## src/rtl/descrambler_ctrl.sv

```systemverilog
// descrambler_ctrl
//   Sequencing controller for the 58-bit self-synchronizing descrambler in
//   the 100GbE PCS receive path. It sits between block lock/lane deskew and
//   the decoder, and it has four jobs:
//     - gate the descrambler enable
//     - require a flush period after lock or after reconfiguration
//     - change bypass only at safe points
//     - produce the output-valid qualifier that lines up with the
//       descrambler's one-cycle registered output
//   It also counts invalid sync headers (00/11) seen while in service.
//
// Parameters
//   N_FLUSH         valid blocks pushed through before output is valid (1..255)
//   NB_ERR_CNT      width of the saturating sync-header error counter
//   TIMEOUT_CYCLES  flush watchdog limit in clock cycles (optional feature only)
//
// Ports
//   i_clock          clock
//   i_reset          synchronous, active-high reset
//   i_block_lock     block lock from the lock FSM (0 = lock lost)
//   i_valid          a block is on the datapath this cycle
//   i_sync_header    sync header of the current block
//   i_bypass_req     requested bypass configuration (level)
//   i_clr_cnt        clear the error counter (pulse)
//   o_desc_enable    descrambler enable/valid (combinational)
//   o_desc_bypass    descrambler bypass (registered)
//   o_valid          descrambler output block valid (registered)
//   o_state          current FSM state (0 WAIT_LOCK, 1 FLUSH, 2 RUN, 3 RECONF)
//   o_hdr_err_cnt    saturating count of invalid sync headers seen in RUN
//   o_flush_timeout  one-cycle pulse when the flush watchdog fires
//                    (present only with DESC_CTRL_FLUSH_TIMEOUT_EN)
//
// Optional feature
//   Define DESC_CTRL_FLUSH_TIMEOUT_EN to enable the FLUSH watchdog. With the
//   macro undefined, FLUSH waits indefinitely for valid blocks.

module descrambler_ctrl #(
    parameter int unsigned N_FLUSH        = 2,
    parameter int unsigned NB_ERR_CNT     = 16,
    parameter int unsigned TIMEOUT_CYCLES = 1024
) (
    input  logic                  i_clock,
    input  logic                  i_reset,
    input  logic                  i_block_lock,
    input  logic                  i_valid,
    input  logic [1:0]            i_sync_header,
    input  logic                  i_bypass_req,
    input  logic                  i_clr_cnt,
    output logic                  o_desc_enable,
    output logic                  o_desc_bypass,
    output logic                  o_valid,
    output logic [1:0]            o_state,
    output logic [NB_ERR_CNT-1:0] o_hdr_err_cnt
`ifdef DESC_CTRL_FLUSH_TIMEOUT_EN
   ,output logic                  o_flush_timeout
`endif
);

    typedef enum logic [1:0] {
        WAIT_LOCK = 2'd0,
        FLUSH     = 2'd1,
        RUN       = 2'd2,
        RECONF    = 2'd3
    } state_t;

    localparam logic [7:0] FLUSH_LAST = 8'(N_FLUSH - 1);

    state_t     state, state_nxt;
    logic [7:0] flush_cnt, flush_cnt_nxt;
    logic       bypass_nxt;
    logic       hdr_bad;

`ifdef DESC_CTRL_FLUSH_TIMEOUT_EN
    // Counts idle cycles up to TIMEOUT_CYCLES-1 only; the firing cycle is the
    // TIMEOUT_CYCLES-th idle one, so the counter never has to hold the limit.
    localparam int unsigned WD_W = (TIMEOUT_CYCLES > 1) ? $clog2(TIMEOUT_CYCLES) : 1;
    localparam logic [WD_W-1:0] WD_LAST = WD_W'(TIMEOUT_CYCLES - 1);

    logic [WD_W-1:0] wd_cnt, wd_cnt_nxt;
    logic            timeout_nxt;
`endif

    assign o_state = state;
    assign hdr_bad = (i_sync_header == 2'b00) || (i_sync_header == 2'b11);

    always_comb begin
        state_nxt     = state;
        flush_cnt_nxt = flush_cnt;
        bypass_nxt    = o_desc_bypass;
        o_desc_enable = 1'b0;
`ifdef DESC_CTRL_FLUSH_TIMEOUT_EN
        wd_cnt_nxt    = '0;
        timeout_nxt   = 1'b0;
`endif
        case (state)
            WAIT_LOCK: begin
                // Bypass follows the request while idle. The exit decision
                // uses the value already applied to the descrambler.
                bypass_nxt    = i_bypass_req;
                flush_cnt_nxt = '0;
                state_nxt     = o_desc_bypass ? RUN : FLUSH;
            end
            FLUSH: begin
                o_desc_enable = i_valid;
                if (i_valid) begin
                    if (flush_cnt == FLUSH_LAST) begin
                        state_nxt     = RUN;
                        flush_cnt_nxt = '0;
                    end else begin
                        flush_cnt_nxt = flush_cnt + 8'd1;
                    end
                end
`ifdef DESC_CTRL_FLUSH_TIMEOUT_EN
                else if (wd_cnt == WD_LAST) begin
                    state_nxt   = WAIT_LOCK;
                    timeout_nxt = 1'b1;
                end else begin
                    wd_cnt_nxt = wd_cnt + WD_W'(1);
                end
`endif
            end
            RUN: begin
                // The current block is still processed with the old bypass.
                o_desc_enable = i_valid;
                if (i_bypass_req != o_desc_bypass)
                    state_nxt = RECONF;
            end
            RECONF: begin
                bypass_nxt    = i_bypass_req;
                flush_cnt_nxt = '0;
                state_nxt     = i_bypass_req ? RUN : FLUSH;
            end
            default: state_nxt = WAIT_LOCK;
        endcase

        // Lock loss overrides every other transition.
        if (!i_block_lock) begin
            state_nxt     = WAIT_LOCK;
            flush_cnt_nxt = '0;
`ifdef DESC_CTRL_FLUSH_TIMEOUT_EN
            timeout_nxt   = 1'b0;
`endif
        end
    end

    always_ff @(posedge i_clock) begin
        if (i_reset) begin
            state         <= WAIT_LOCK;
            flush_cnt     <= '0;
            o_desc_bypass <= 1'b0;
            o_valid       <= 1'b0;
        end else begin
            state         <= state_nxt;
            flush_cnt     <= flush_cnt_nxt;
            o_desc_bypass <= bypass_nxt;
            // Aligns with the descrambler's registered output; a block in the
            // last RUN cycle is still reported when leaving RUN.
            o_valid       <= (state == RUN) && i_valid;
        end
    end

    always_ff @(posedge i_clock) begin
        if (i_reset || i_clr_cnt)
            o_hdr_err_cnt <= '0;
        else if ((state == RUN) && i_valid && hdr_bad && (o_hdr_err_cnt != '1))
            o_hdr_err_cnt <= o_hdr_err_cnt + NB_ERR_CNT'(1);
    end

`ifdef DESC_CTRL_FLUSH_TIMEOUT_EN
    always_ff @(posedge i_clock) begin
        if (i_reset) begin
            wd_cnt          <= '0;
            o_flush_timeout <= 1'b0;
        end else begin
            wd_cnt          <= wd_cnt_nxt;
            o_flush_timeout <= timeout_nxt;
        end
    end
`endif

endmodule

```

## config.mk

```make
export PLATFORM = sky130hd
export DESIGN_NAME = descrambler_ctrl
export DESIGN_NICKNAME = d
export VERILOG_FILES = /design/src/rtl/descrambler_ctrl.sv
export SDC_FILE = /design/constraint.sdc
export NUM_CORES = 1
export LEC_CHECK = 0
export ABC_AREA = 1
export CORE_UTILIZATION = 48
export DETAILED_ROUTE_END_ITERATION = 7
export GPL_TIMING_DRIVEN = 0
export PLACE_DENSITY = 0.76
export SLEW_MARGIN = 0
export SYNTH_ARGS = -nofsm -noshare
export SYNTH_HDL_FRONTEND = slang
export SYNTH_SLANG_ARGS = --single-unit
export TNS_END_PERCENT = 1
```

## constraint.sdc

```tcl
create_clock -name i_clock -period 1.4 [get_ports i_clock]
set_input_delay 0.35 -clock i_clock [delete_from_list [all_inputs] [get_ports i_clock]]
set_output_delay 0.35 -clock i_clock [all_outputs]
set_load 0.005 [all_outputs]
```

==> impl_metrics.json <==
{
  "outcome": "complete, but fails checks",
  "violations": "setup timing",
  "clockPowerShare": 0.240,
  "p_comb_frac": 0.280,
  "synth-seq-cells": 28,
  "drv_cap": 0,
  "clockBufferDepth": 2,
  "slew_headroom": 0.605,
  "crit_fanout": 2,
  "ys_seq_area_frac": 0.319,
  "first_iter_violations": 89,
  "leakage_nw": 1.12,
  "synthCells": 271,
  "synth_top_area_share": 0.319,
  "rsz0062_at_grt": "true",
  "gr-total-overflow": 0,
  "dp_cells": 345,
  "syn_to_final_growth_pct": 36.6,
  "dpl.hpwl_um": 2720,
  "grt_pass1_vias": 1671,
  "drive_gt1_frac": 0.266,
  "grt_pass1_wl_um": 6890,
  "grt_max_degree": 16,
  "critPathSlowestCell": "dfxtp_2",
  "hold_buffers": 0,
  "gp_congestion": 0.876,
  "yosysWarnings": 0,
  "clk_pin_slew_ns": 0.16,
  "diodes": 0,
  "p_sw_frac": 0.311,
  "hold_class": "flop to flop",
  "synth_area_leaders": "dfxtp_1, nand2_1, inv_1, nor2_1, a21oi_1",
  "cts.sinks": 28,
  "p_seq_frac": 0.480,
  "grt_usage": 0.215,
  "syn_area_per_cell_sq_um": 6.48,
  "vdd_ir_drop_max_mv": 0.626,
  "cellPowerDensity_mw_per_mm2": 706,
  "via_per_inst": 4.96,
  "synth_cell_types": 28,
  "hold_path_depth": 2,
  "async_flop_share": 0,
  "fin_crit_sh": 1.14,
  "power.switching_mw": 0.527,
  "cts_max_level": 1,
  "r2r-end": "o_hdr_err_cnt[10]",
  "clock_latency_ns": 0.33,
  "syn-num-nets": 286,
  "yosysMostFrequentCell": "nand2_1",
  "worstPathArrival_ns": 1.25,
  "synth_largest_area_cell": "dfxtp_1",
  "cts-root-buf": "clkbuf_4",
  "period_needed_ns": 1.60,
  "synth_edf_count": 0,
  "io-pin-count": 29,
  "die-area_sq_mm": 0.00391,
  "report.final.slew_viol_count": 0,
  "fin_area_sq_mm": 0.00240,
  "synthFlopType": "dfxtp_1",
  "wl_um": 4210,
  "required_ns": 1.05,
  "hold_violations": 0,
  "synth_common_cells": "nand2_1, inv_1, nor2_1",
  "r2r_cells": 9,
  "regToRegSetupSlack_ns": -0.15,
  "register_area_sq_um": 612,
  "fin_cells": 369,
  "hold_start": "o_hdr_err_cnt[1]",
  "rows": 21,
  "place_area_sq_mm": 0.00210,
  "path_buf_inv": 3,
  "antenna_found_initial": 0,
  "fin_ws_ns": -0.196,
  "crit_path_start_kind": "flop",
  "layout.nets": 339,
  "cts_tree": "done",
  "multi_input_area_sq_mm": 0.00110,
  "path_delay_family": "flip-flops",
  "n_fill_cell": 296,
  "intPower_mw": 1.17,
  "fmax_ghz": 0.626,
  "wire_per_inst_um": 11.4,
  "syn_area_sq_mm": 0.00176,
  "path_class": "flop to output pin",
  "cpMostUsedCell": "inv_2",
  "die_height_um": 62.5,
  "r2r-start": "o_state[0]",
  "setup_tns_ns": -2.06,
  "finalSetupViolCount": 24,
  "port_buffers": 28,
  "pre_cts_ws_ns": -0.468,
  "drc": 0,
  "hold_path_end": "o_hdr_err_cnt[1]",
  "ant_nets": 0,
  "vias": 1830,
  "hold_slack_ns": 0.501,
  "cts_buffers": 3,
  "slowest_delay_ns": 0.37,
  "drt_first_pass_iters": 4,
  "die_w_um": 62.5,
  "fin_worst_skew_ns": 0.00716,
  "tightest_slew_ns": 0.593,
  "path_cells": "inv_2, ha_4, nand2_2, inv_2, buf_2",
  "crit_path_end_kind": "output pin",
  "core-area_sq_mm": 0.00342,
  "start_util": 0.514
}
==> cells by family (layout without fill, tap and decap cells) <==
family | Yosys count | count (layout) | share of synthesized area
XOR/XNOR | 6 | 6 | 0.0299
AO/OA/AOI/OAI | 32 | 32 | 0.0954
buffers and inverters | 42 | 94 | 0.0954
adder cells (fa/ha/maj) | 7 | 7 | 0.0499
flip-flops | 28 | 28 | 0.319
AND/OR/NAND/NOR | 156 | 156 | 0.410
==> cell usage in the layout (no fill, tap or decap), drive strengths merged <==
cell type      Yosys  final
nand3             16     16
nor3               1      1
o21ai              6      6
inv               38     38
nor3b              1      1
dfxtp             28     28
nand4              4      4
nor2              42     42
a21o               1      1
clkdlybuf4s50      0      7
or2                1      1
clkdlybuf4s15      0      2
xor2               4      4
o21a               1      1
buf                1     22
clkbuf             1      5
dlygate4sd2        0     18
nand3b             2      2
a21oi             22     22
ha                 7      7
a31oi              2      2
xnor2              2      2
clkinv             2      2
nand2             89     89
==> area by class of cell <==
| type | instances | area share |
|---|---|---|
| inverters | 40 | 0.0657 |
| multi-input cells | 201 | 0.459 |
| repair buffers | 48 | 0.175 |
| clock buffers | 4 | 0.0151 |
| flip-flops and latches | 28 | 0.255 |
| well taps | 46 | 0.0240 |
| plain buffers | 2 | 0.00626 |
==> how the worst max path moves through the flow <==
| stage | start | depth (start not counted) | slack, ns | end |
|---|---|---|---|---|
| after floorplan | o_hdr_err_cnt[1] | 9 | 0.02 | o_hdr_err_cnt[10] |
| after global placement | o_state[1] | 5 | -0.45 | o_desc_enable |
| after detailed placement | o_state[1] | 5 | -0.47 | o_desc_enable |
| after CTS | o_state[0] | 5 | -0.18 | o_desc_enable |
| after global routing | o_state[0] | 5 | -0.25 | o_desc_enable |
| final | o_state[1] | 5 | -0.20 | o_desc_enable |
==> timing repair <==
| action | 4_1_cts | 5_1_grt |
|---|---|---|
| setup buffers | 14 | 5 |
| resized for setup | 61 | 21 |
| endpoints found under the setup margin | 47 | 29 |
| cloned | 0 | 1 |
| pin swaps | 2 | 3 |
==> flip-flops by register name, summed over array words and instances (netlist names) <==
name and count:
o_hdr_err_cnt 16, o_valid 1, flush_cnt 8, o_desc_bypass 1, o_state 2
==> metal layers <==
| layer | vias up | GRT usage | routed length (um) |
|---|---|---|---|
| met1 | 824 | 0.246 | 1770 |
| met3 | 8 | 0.0292 | 153 |
| li1 | 952 | - | - |
| met2 | 46 | 0.399 | 2220 |
| met5 | - | 0 | 0 |
| met4 | 0 | 0.0843 | 71 |
==> power groups by stage <==
| stage | clock network, mW | registers [mW] | logic, mW |
|---|---|---|---|
| finish | 0.406 | 0.813 | 0.475 |
| global route | 0.452 | 0.815 | 0.531 |
| CTS | 0.422 | 0.810 | 0.379 |
| detailed placement | 0 | 0.851 | 0.341 |
| global placement | 0 | 0.849 | 0.338 |
| floorplan | 0 | 0.849 | 0.222 |
==> worst register-to-register path, delay by kind of cell (launching register included) <==
kind	cells	cell delay (ns)
buf+inv	3	0.34
compound gates	1	0.11
fa+ha+maj	1	0.14
flops	1	0.37
simple gates	4	0.53
==> through the flow <==
stage                     power (mW)  utilization
after floorplan                 1.07            -
after global placement          1.19        0.614
after detailed placement        1.19        0.614
after CTS                       1.61        0.667
after global routing            1.80        0.703
final                           1.69        0.703
No activity file was read; power rests on OpenSTA's default activity.
